--- src/rtl/pwr_seq_fsm_pkg.sv ---
// ============================================================================
// Module   : pwr_seq_fsm_pkg
// Purpose  : Shared definitions for the power-domain sequencer: 3-bit state
//            encoding, the state enum built on it, and an index-width helper.
// Revision : 1.0 - initial release
// ============================================================================
`default_nettype none

package pwr_seq_fsm_pkg;

    // State encoding, kept as plain localparams so monitors can decode the
    // state register without depending on the enum type.
    localparam logic [2:0] c_ST_IDLE    = 3'd0;
    localparam logic [2:0] c_ST_PU_SW   = 3'd1;
    localparam logic [2:0] c_ST_PU_STAB = 3'd2;
    localparam logic [2:0] c_ST_PU_RST  = 3'd3;
    localparam logic [2:0] c_ST_PD_ISO  = 3'd4;
    localparam logic [2:0] c_ST_PD_RST  = 3'd5;
    localparam logic [2:0] c_ST_PD_SW   = 3'd6;
    localparam logic [2:0] c_ST_ERR     = 3'd7;

    typedef enum logic [2:0] {
        ST_IDLE    = c_ST_IDLE,
        ST_PU_SW   = c_ST_PU_SW,
        ST_PU_STAB = c_ST_PU_STAB,
        ST_PU_RST  = c_ST_PU_RST,
        ST_PD_ISO  = c_ST_PD_ISO,
        ST_PD_RST  = c_ST_PD_RST,
        ST_PD_SW   = c_ST_PD_SW,
        ST_ERR     = c_ST_ERR
    } state_t;

    // Domain index width; a single domain still gets a 1-bit index.
    function automatic int idx_width(input int n);
        return (n > 1) ? $clog2(n) : 1;
    endfunction

endpackage

`default_nettype wire

--- src/rtl/pwr_seq_arb.sv ---
// ============================================================================
// Module   : pwr_seq_arb
// Purpose  : Combinational lowest-index picker over the valid power-up and
//            power-down request vectors.
// Ports    : i_up_vld  [NUM_DOM] domains with a valid power-up request
//            i_dn_vld  [NUM_DOM] domains with a valid power-down request
//            o_hit               any valid request present
//            o_dir               direction of the winner (1 = up)
//            o_idx     [IDX_W]   index of the winning domain
// Revision : 1.0 - initial release
// ============================================================================
`default_nettype none

module pwr_seq_arb #(
    parameter int NUM_DOM = 4,
    parameter int IDX_W   = 2
)(
    input  logic [NUM_DOM-1:0] i_up_vld,
    input  logic [NUM_DOM-1:0] i_dn_vld,
    output logic               o_hit,
    output logic               o_dir,
    output logic [IDX_W-1:0]   o_idx
);

    // Scan from the top down so the lowest requesting index is written last
    // and therefore wins.
    always_comb begin
        o_hit = 1'b0;
        o_dir = 1'b0;
        o_idx = '0;
        for (int i = NUM_DOM - 1; i >= 0; i--) begin
            if (i_up_vld[i] || i_dn_vld[i]) begin
                o_hit = 1'b1;
                o_dir = i_up_vld[i];
                o_idx = IDX_W'(i);
            end
        end
    end

endmodule

`default_nettype wire

--- src/rtl/pwr_seq_fsm.sv ---
// ============================================================================
// Module   : pwr_seq_fsm
// Purpose  : Power-domain sequencer. Powers NUM_DOM domains up or down one at
//            a time in safe order (up: switch, settle, reset release,
//            isolation off; down: the reverse). Monitors the switch ack with
//            a timeout and latches a sticky error until cleared.
// Ports    : mclk       clock
//            mreset_n   synchronous reset, active low
//            req_on     [NUM_DOM] level request to power domain up
//            req_off    [NUM_DOM] level request to power domain down
//            pwr_ack    [NUM_DOM] power switch status (1 = powered)
//            err_clr    clears the error state (pulse)
//            pwr_en     [NUM_DOM] power switch enable
//            iso_en     [NUM_DOM] isolation enable (1 = isolated)
//            dom_rst_n  [NUM_DOM] domain reset, active low
//            dom_on     [NUM_DOM] domain fully up
//            busy       sequencer not idle
//            done       1-cycle pulse on sequence completion
//            cur_dom    [IDX_W] domain being / last sequenced
//            err        sticky timeout error
// Revision : 1.0 - initial release
// ============================================================================
`default_nettype none

module pwr_seq_fsm
    import pwr_seq_fsm_pkg::*;
#(
    parameter int NUM_DOM  = 4,
    parameter int CNT_W    = 8,
    parameter int STAB_CYC = 4,
    parameter int TMO_CYC  = 16,
    parameter int IDX_W    = idx_width(NUM_DOM)
)(
    input  logic               mclk,
    input  logic               mreset_n,
    input  logic [NUM_DOM-1:0] req_on,
    input  logic [NUM_DOM-1:0] req_off,
    input  logic [NUM_DOM-1:0] pwr_ack,
    input  logic               err_clr,
    output logic [NUM_DOM-1:0] pwr_en,
    output logic [NUM_DOM-1:0] iso_en,
    output logic [NUM_DOM-1:0] dom_rst_n,
    output logic [NUM_DOM-1:0] dom_on,
    output logic               busy,
    output logic               done,
    output logic [IDX_W-1:0]   cur_dom,
    output logic               err
);

    localparam logic [CNT_W-1:0] c_TMO_LD  = CNT_W'(TMO_CYC - 1);
    localparam logic [CNT_W-1:0] c_STAB_LD = CNT_W'(STAB_CYC - 1);
    localparam logic [CNT_W-1:0] c_CNT_ONE = CNT_W'(1);

    // Registered state and outputs
    state_t             r_state;
    logic [CNT_W-1:0]   r_cnt;
    logic [NUM_DOM-1:0] r_pwr_en;
    logic [NUM_DOM-1:0] r_iso_en;
    logic [NUM_DOM-1:0] r_dom_rst_n;
    logic [NUM_DOM-1:0] r_dom_on;
    logic               r_busy;
    logic               r_done;
    logic [IDX_W-1:0]   r_cur_dom;
    logic               r_err;

    // Next-state values
    state_t             w_state_nxt;
    logic [CNT_W-1:0]   w_cnt_nxt;
    logic [NUM_DOM-1:0] w_pwr_en_nxt;
    logic [NUM_DOM-1:0] w_iso_en_nxt;
    logic [NUM_DOM-1:0] w_dom_rst_n_nxt;
    logic [NUM_DOM-1:0] w_dom_on_nxt;
    logic               w_done_nxt;
    logic [IDX_W-1:0]   w_cur_dom_nxt;
    logic               w_err_nxt;

    // Request qualification and arbitration
    logic [NUM_DOM-1:0] w_up_vld;
    logic [NUM_DOM-1:0] w_dn_vld;
    logic               w_arb_hit;
    logic               w_arb_dir;
    logic [IDX_W-1:0]   w_arb_idx;

    // A domain asking for both directions at once is ignored; requests that
    // would not change the domain's state are ignored too.
    assign w_up_vld = req_on  & ~req_off & ~r_dom_on;
    assign w_dn_vld = req_off & ~req_on  &  r_dom_on;

    pwr_seq_arb #(
        .NUM_DOM (NUM_DOM),
        .IDX_W   (IDX_W)
    ) u_arb (
        .i_up_vld (w_up_vld),
        .i_dn_vld (w_dn_vld),
        .o_hit    (w_arb_hit),
        .o_dir    (w_arb_dir),
        .o_idx    (w_arb_idx)
    );

    always_ff @(posedge mclk) begin
        if (!mreset_n) begin
            r_state     <= ST_IDLE;
            r_cnt       <= '0;
            r_pwr_en    <= '0;
            r_iso_en    <= '1;
            r_dom_rst_n <= '0;
            r_dom_on    <= '0;
            r_busy      <= 1'b0;
            r_done      <= 1'b0;
            r_cur_dom   <= '0;
            r_err       <= 1'b0;
        end else begin
            r_state     <= w_state_nxt;
            r_cnt       <= w_cnt_nxt;
            r_pwr_en    <= w_pwr_en_nxt;
            r_iso_en    <= w_iso_en_nxt;
            r_dom_rst_n <= w_dom_rst_n_nxt;
            r_dom_on    <= w_dom_on_nxt;
            r_busy      <= (w_state_nxt != ST_IDLE);
            r_done      <= w_done_nxt;
            r_cur_dom   <= w_cur_dom_nxt;
            r_err       <= w_err_nxt;
        end
    end

    always_comb begin
        w_state_nxt     = r_state;
        w_cnt_nxt       = r_cnt;
        w_pwr_en_nxt    = r_pwr_en;
        w_iso_en_nxt    = r_iso_en;
        w_dom_rst_n_nxt = r_dom_rst_n;
        w_dom_on_nxt    = r_dom_on;
        w_done_nxt      = 1'b0;
        w_cur_dom_nxt   = r_cur_dom;
        w_err_nxt       = r_err;

        case (r_state)
            ST_IDLE: begin
                if (w_arb_hit) begin
                    w_cur_dom_nxt = w_arb_idx;
                    if (w_arb_dir) begin
                        w_pwr_en_nxt[w_arb_idx] = 1'b1;
                        w_cnt_nxt               = c_TMO_LD;
                        w_state_nxt             = ST_PU_SW;
                    end else begin
                        // Isolate first so the domain's outputs are clamped
                        // before its reset or supply move.
                        w_iso_en_nxt[w_arb_idx] = 1'b1;
                        w_dom_on_nxt[w_arb_idx] = 1'b0;
                        w_state_nxt             = ST_PD_ISO;
                    end
                end
            end

            ST_PU_SW: begin
                if (pwr_ack[r_cur_dom]) begin
                    w_cnt_nxt   = c_STAB_LD;
                    w_state_nxt = ST_PU_STAB;
                end else if (r_cnt == '0) begin
                    w_err_nxt                  = 1'b1;
                    w_pwr_en_nxt[r_cur_dom]    = 1'b0;
                    w_iso_en_nxt[r_cur_dom]    = 1'b1;
                    w_dom_rst_n_nxt[r_cur_dom] = 1'b0;
                    w_dom_on_nxt[r_cur_dom]    = 1'b0;
                    w_state_nxt                = ST_ERR;
                end else begin
                    w_cnt_nxt = r_cnt - c_CNT_ONE;
                end
            end

            // Loaded with STAB_CYC-1 and left on zero, so exactly STAB_CYC
            // cycles are spent here.
            ST_PU_STAB: begin
                if (r_cnt == '0) begin
                    w_dom_rst_n_nxt[r_cur_dom] = 1'b1;
                    w_state_nxt                = ST_PU_RST;
                end else begin
                    w_cnt_nxt = r_cnt - c_CNT_ONE;
                end
            end

            ST_PU_RST: begin
                w_iso_en_nxt[r_cur_dom] = 1'b0;
                w_dom_on_nxt[r_cur_dom] = 1'b1;
                w_done_nxt              = 1'b1;
                w_state_nxt             = ST_IDLE;
            end

            ST_PD_ISO: begin
                w_dom_rst_n_nxt[r_cur_dom] = 1'b0;
                w_state_nxt                = ST_PD_RST;
            end

            ST_PD_RST: begin
                w_pwr_en_nxt[r_cur_dom] = 1'b0;
                w_cnt_nxt               = c_TMO_LD;
                w_state_nxt             = ST_PD_SW;
            end

            ST_PD_SW: begin
                if (!pwr_ack[r_cur_dom]) begin
                    w_done_nxt  = 1'b1;
                    w_state_nxt = ST_IDLE;
                end else if (r_cnt == '0) begin
                    w_err_nxt                  = 1'b1;
                    w_pwr_en_nxt[r_cur_dom]    = 1'b0;
                    w_iso_en_nxt[r_cur_dom]    = 1'b1;
                    w_dom_rst_n_nxt[r_cur_dom] = 1'b0;
                    w_dom_on_nxt[r_cur_dom]    = 1'b0;
                    w_state_nxt                = ST_ERR;
                end else begin
                    w_cnt_nxt = r_cnt - c_CNT_ONE;
                end
            end

            ST_ERR: begin
                if (err_clr) begin
                    w_err_nxt   = 1'b0;
                    w_state_nxt = ST_IDLE;
                end
            end

            default: begin
                w_state_nxt = ST_IDLE;
            end
        endcase
    end

    assign pwr_en    = r_pwr_en;
    assign iso_en    = r_iso_en;
    assign dom_rst_n = r_dom_rst_n;
    assign dom_on    = r_dom_on;
    assign busy      = r_busy;
    assign done      = r_done;
    assign cur_dom   = r_cur_dom;
    assign err       = r_err;

endmodule

`default_nettype wire

--- config.mk ---
export PLATFORM = sky130hd
export DESIGN_NAME = pwr_seq_fsm
export DESIGN_NICKNAME = d
export VERILOG_FILES = /design/src/rtl/pwr_seq_fsm_pkg.sv /design/src/rtl/pwr_seq_arb.sv /design/src/rtl/pwr_seq_fsm.sv
export SDC_FILE = /design/constraint.sdc
export NUM_CORES = 1
export LEC_CHECK = 0
export ABC_CLOCK_PERIOD_IN_PS = 2800
export CAP_MARGIN = 20
export CORE_ASPECT_RATIO = 1.2
export CORE_MARGIN = 3
export CORE_UTILIZATION = 25
export DETAILED_ROUTE_END_ITERATION = 8
export SLEW_MARGIN = 20
export SYNTH_ARGS = -nofsm -noshare
export SYNTH_HDL_FRONTEND = slang
export SYNTH_SLANG_ARGS = --single-unit
export TNS_END_PERCENT = 1
--- constraint.sdc ---
create_clock -name mclk -period 2.8 [get_ports mclk]
set_input_delay 0.42 -clock mclk [delete_from_list [all_inputs] [get_ports mclk]]
set_output_delay 0.42 -clock mclk [all_outputs]
set_load 0.05 [all_outputs]
== Yosys cells after proc, flatten, opt, wreduce, memory -nomap -nowiden ==
Index checks and enable logic that the tools add are counted.

* Flip-flop bits (word level): 32
* Bits of input ports: 15
* Logic and storage cells: 130

* Add/subtract/negate cells: 1
* Order comparisons: 4
* Equality and inequality tests: 14
* Mux-type cells: 62
* Bitwise logic cells: 19
* Reduce and logical (&&, ||, !) cells: 20

{| class="wikitable"
|+ Operators with widths
! cell !! count
|-
| 4-bit two-way mux || 19
|-
| 4-bit case mux with 4 select lines || 4
|-
| 8-bit two-way mux || 5
|-
| 8-bit case mux with 5 select lines || 1
|-
| 4-bit AND || 9
|-
| 3-bit case mux with 8 select lines || 1
|-
| 3-bit two-way mux || 7
|-
| 4-bit inverter || 5
|-
| 4-bit bitwise OR || 5
|-
| 1-bit two-way mux || 16
|-
| 3-bit equality test (second input constant) || 4
|-
| 4-bit AND reduction || 3
|-
| 4-bit nonzero test || 3
|-
| 2-bit != test (second input constant) || 5
|-
| 5-bit AND reduction || 2
|-
| 8-bit zero test || 1
|-
| 2-bit two-way mux || 4
|-
| 8-bit by 1-bit subtractor with 8-bit output (second input constant) || 1
|-
| 3-bit by 2-bit equality test with 1-bit output (second input constant) || 2
|-
| 2-bit by 3-bit less-than comparator with 1-bit output (second input constant) || 2
|-
| 3-bit nonzero test || 2
|-
| 5-bit nonzero test || 1
|-
| 1-bit demux with 2-bit select || 2
|-
| 2-bit by 1-bit greater-or-equal comparator with 1-bit output (second input constant) || 2
|-
| 9 further kinds || 14
|}

== Logic depth before layout (Yosys ltp) ==
* Word-level depth: 17
* Gate-level depth with buffers: 8
* Mapped depth without buffers: 8

== Cells and area by module ==
A second synthesis with hierarchy kept.

* Cell total of the unflattened synthesis: 255
* Area total of the unflattened synthesis: 1973.1 um2

{| class="wikitable"
|+ By module, submodules not included
! module !! times used !! cells each !! area each (um2)
|-
| pwr_seq_fsm || 1 || 242 || 1898.1
|-
| pwr_seq_arb || 1 || 13 || 75.1
|}

== Worst setup path before layout ==
OpenSTA, ideal clock, no wires.

* Path kind: reg-to-reg
* Start point: reg r_cur_dom[0], in the netlist cur_dom[0]
* End point: reg r_cnt[4]
* Data arrival time: 2.269 ns
* Data required time: 2.742 ns
* Setup slack: 0.473 ns
* Stages on the path, launching flop included: 7
* Path buffers: 0
* Clock period less this slack: 2.327 ns
* Cells stage by stage: dfxtp_1 > mux4_2 > o21ai_4 > nand2_2 > a211oi_4 > nor4b_2 > o21a_1

* Cells in the longest elaborated chain, start to end: 4
* Elaborated cells on any way between the ends: 6
* Classes of those cells: eq/ne: 1; mux: 4; reduce/logical: 1

{| class="wikitable"
|+ Ends and longest elaborated chain
! element !! line !! source
|-
| from (decl) || pwr_seq_fsm.sv:63 || <nowiki>logic [IDX_W-1:0] r_cur_dom;</nowiki>
|-
| from (signal assigned) || pwr_seq_fsm.sv:121 || <nowiki>r_cur_dom <= w_cur_dom_nxt;</nowiki>
|-
| 1-bit binary-select mux with 2-bit select (*) || pwr_seq_fsm.sv:156, pwr_seq_fsm.sv:201 ||
|-
| 1-bit two-way mux (not written as such) (*) || pwr_seq_fsm.sv:156, pwr_seq_fsm.sv:201 ||
|-
| 8-bit two-way mux or 2-bit != test (tied branches) || -- ||
|-
| 8-bit case mux with 5 select lines or 4-bit AND reduction (tied branches) || -- ||
|-
| to (signal assigned) || pwr_seq_fsm.sv:114 || <nowiki>r_cnt <= w_cnt_nxt;</nowiki>
|-
| to (decl) || pwr_seq_fsm.sv:56 || <nowiki>logic [CNT_W-1:0] r_cnt;</nowiki>
|}

Every way passes the cells marked *; elsewhere a longest branch is shown, timed or not. The select of a mux whose other input is x is not followed.
A chain may end at the register's enable or synchronous reset.

== Worst setup path after layout ==
* Start point: in req_on[0]
* End point: reg r_iso_en[1], in the netlist iso_en[1]

* Cells in the longest elaborated chain, start to end: 13
* Elaborated cells on any way between the ends: 21
* Classes of those cells: order compare: 2; eq/ne: 2; mux: 8; bitwise: 6; reduce/logical: 3

{| class="wikitable"
|+ Ends and longest elaborated chain
! element !! line !! source
|-
| from (decl) || pwr_seq_fsm.sv:36 || <nowiki>input logic [NUM_DOM-1:0] req_on,</nowiki>
|-
| 4-bit inverter || pwr_seq_fsm.sv:87 || <nowiki>assign w_dn_vld = req_off & ~req_on & r_dom_on;</nowiki>
|-
| 4-bit AND (2 in series) || pwr_seq_fsm.sv:87 ||
|-
| 1-bit logical OR || pwr_seq_arb.sv:32 || <nowiki>if (i_up_vld[i] || i_dn_vld[i]) begin</nowiki>
|-
| 2-bit two-way mux || pwr_seq_arb.sv:32 ||
|-
| 2-bit by 3-bit less-than comparator with 1-bit output (not written as such) or 2-bit by 1-bit greater-or-equal comparator with 1-bit output (tied branches) || pwr_seq_fsm.sv:148 || <nowiki>w_iso_en_nxt[w_arb_idx] = 1'b1;</nowiki>
|-
| 1-bit logical AND (not written as such) || pwr_seq_fsm.sv:148 ||
|-
| 1-bit two-way mux (not written as such) || pwr_seq_fsm.sv:148 ||
|-
| 1-bit demux with 2-bit select || pwr_seq_fsm.sv:148 ||
|-
| 4-bit bitwise OR (no line) || -- ||
|-
| 4-bit two-way mux || pwr_seq_fsm.sv:141 || <nowiki>if (w_arb_dir) begin</nowiki>
|-
| 4-bit two-way mux || pwr_seq_fsm.sv:139 || <nowiki>if (w_arb_hit) begin</nowiki>
|-
| 4-bit case mux with 4 select lines || pwr_seq_fsm.sv:137 || <nowiki>case (r_state)</nowiki>
|-
| to (signal assigned) || pwr_seq_fsm.sv:116 || <nowiki>r_iso_en <= w_iso_en_nxt;</nowiki>
|-
| to (decl) || pwr_seq_fsm.sv:58 || <nowiki>logic [NUM_DOM-1:0] r_iso_en;</nowiki>
|}

Several ways; a longest one is shown, not always the timed one. The select of a mux whose other input is x is not followed.

==> impl_metrics.yaml <==
run_status:
  status: "completed"
logic_synthesis:
  synthAdderAreaFrac_pct: 1.15
  syn_area_per_cell_um2: 8.21
  yosys.area_share.simple_pct: 28.9
  synth_nets: 282
  synthXorXnorAreaFrac_pct: 0
  synth_enable_flop_cells: 0
  synth_top_family_by_area: "compound AO/OA/AOI/OAI gates"
  synth_compound_area_share_pct: 33.0
  yosysSeqAreaShare_pct: 29.4
  synth_flop_cell: "dfxtp_1"
  yosysWarnings: 0
  synth_area_mm2: 0.00218
  synth_seq_cells: 32
  syn_inst: 265
  synthMuxAreaShare_pct: 3.91
  async_flop_share_pct: 0
  ys_types: 74
sta:
  worst_pin_slew_ps: 528
  fmax_mhz: 417
  period_share_pct: 85.7
  finClkSkew_ps: 11.5
  rsz0062_at_grt: "false"
  maxSlewViolCount: 0
  relSlewSlack_pct: 64.7
  hold_viol_final: 0
  tns_ps: 0
  setup_viol: 0
  finalCriticalPeriod_ps: 2400
final_layout:
  nFillCells: 889
  drive_gt1_share_pct: 14.6
  antenna_cells: 0
  areaGrowthSynthToFinish_pct: 26.7
  layout.nets: 318
  final_util_pct: 33.3
drt:
  ant_nets: 0
  routedWlPerCell_um: 14.3
  routed_via_density: 5.22
  firstDrtPassIters: 5
  route.detailed.drc: 0
  drt-initial-drc-count: 172
  vias: 2173
  wirelength_um: 5970
floorplanning:
  ioPinCount: 36
  coreArea_mm2: 0.00829
  start_util_pct: 26.3
  die_x_um: 91.2
  die_h_um: 108
  die_area_mm2: 0.00986
  rows: 36
pwr:
  max-vdd-ir-drop_v: 0.000316
  p_per_area_mw_per_mm2: 928
  p_leak_nw: 1.02
global_routing:
  grt_max_degree: 29
  grt_usage_pct: 12.6
  antenna_found_initial: 0
  globalRoute.totalOverflow: 0
  grt_pass1_wl_um: 10200
  grt_pass1_vias: 2094
worst_setup_path:
  critPathBufInv: 1
  crit_required_ps: 2970
  r2r_start: "r_cnt[0]"
  critical_path.max_fanout: 7
  endpoint_kind: "flip-flop"
  critical_path_class: "input pin to flip-flop"
  startpoint: "req_on[0]"
  arrival_ps: 2570
  start_kind: "input pin"
  cp_top_family: "simple AND/OR/NAND/NOR gates"
  cp_cell_sequence: "clkdlybuf4s50_1 > and3b_1 > or4_1 > o31ai_2 > nand3b_2 > a211oi_2 > nand3b_1"
  slowest_stage: "or4_1"
  max_stage_delay_ps: 650
job:
  max-cap-violations: 0
placement:
  place_hpwl_um: 4420
  io_buffers: 35
  routabilityCongestion: 0.839
cts:
  cts_setup_buffers: 0
  holdBufCountCts: 0
  h-tree-depth: 2
  clock-sinks: 32
  cts_made_buffers: 5
  clkTransAtPathRegs_ps: 70
  cts-root-buf: "clkbuf_8"
  cts_repair_resize_count: 0
  clk_latency_ps: 290
  tritoncts: "built"
  cts_buffer_depth: 2
hold_path:
  hold_class: "flip-flop to flip-flop"
-- worst min-delay path, cell delays in order (launching register included) --
cell and delay (ps):
dfxtp_1 320, nand2_1 50, mux2i_1 60
-- cell type report --
| cell class | count | area, um2 | area share [%] |
|---|---|---|---|
| multi-input combinational | 214 | 1460 | 52.8 |
| sequential | 32 | 641 | 23.2 |
| timing repair buffer | 42 | 403 | 14.6 |
| tap | 114 | 143 | 5.17 |
| clock buffer | 6 | 82.6 | 2.99 |
| inverter | 6 | 22.5 | 0.817 |
| clock inverter | 2 | 10.0 | 0.363 |
-- through the flow --
stage                     worst slack (ps)  std cells  power [mW]  area [um2]  hold WS [ps]
final                                  401        416        2.56        2760           475
after global placement                 138        408        2.18        2670           462
after detailed placement               102        408        2.18        2670           455
after CTS                              396        416        2.57        2760           476
after floorplan                        473        265        1.82        2180           450
after global routing                   258        416        2.78        2760           503
-- synthesized netlist by cell type (4+ instances only) --
cell type | number | area [um2]
mux2i_1 | 4 | 40.0
nand3b_1 | 5 | 37.5
o22ai_1 | 5 | 31.3
a21oi_1 | 16 | 80.1
clkbuf_1 | 9 | 33.8
nand2b_1 | 9 | 56.3
a31oi_1 | 4 | 25.0
nor2b_1 | 6 | 37.5
o21ai_0 | 19 | 95.1
dfxtp_1 | 32 | 641
o21a_1 | 5 | 37.5
inv_1 | 6 | 22.5
and3_1 | 6 | 37.5
nand3_1 | 5 | 25.0
nor3b_1 | 4 | 30.0
nor2_1 | 22 | 82.6
nand2_1 | 23 | 86.3
nor3_1 | 6 | 30.0
-- routing by layer --
layer / GRT usage (%) / share of wire, %
met3: 2.23 / 4.2
met2: 20.9 / 46
met1: 16.5 / 48
met5: 0 / 0
met4: 4.31 / 1.8
-- placed cells by master (no fill, tap or decap), types with 4 or more instances in the layout --
cell and instances:
clkdlybuf4s50_1 35, dfxtp_1 32, nand2_1 23, nor2_1 22, o21ai_0 19, a21oi_1 16
nand2b_1 9, buf_4 7, inv_1 6, nor2b_1 6, nor3_1 6, and3_1 6
clkbuf_8 6, nand3b_1 5, nand3_1 5, o22ai_1 5, o21a_1 5, nor3b_1 4
a31oi_1 4, mux2i_1 4
-- report_power, final --
| group | total [mW] | leakage (nW) | switching, mW | internal (mW) |
|---|---|---|---|---|
| Sequential | 0.658 | 0.261 | 0.111 | 0.547 |
| Clock | 0.380 | 0.0510 | 0.183 | 0.196 |
| Combinational | 1.52 | 0.711 | 0.935 | 0.585 |
-- final timing paths --
kind	endpoint	slack, ps	cells after the start
worst max-delay path	iso_en[1]	400	7
worst min-delay path	flip-flop	480	2
worst max register to register	pwr_en[3]	480	8
worst min register to register	flip-flop	480	2
-- logic make-up after synthesis --
| kind of cell | Yosys count |
|---|---|
| AOI/OAI and AO/OA | 94 |
| adders and majority gates | 2 |
| buffers and inverters | 19 |
| DFF | 32 |
| muxes | 7 |
| and+or+nand+nor | 111 |
Power figures use the tool's default switching activity.
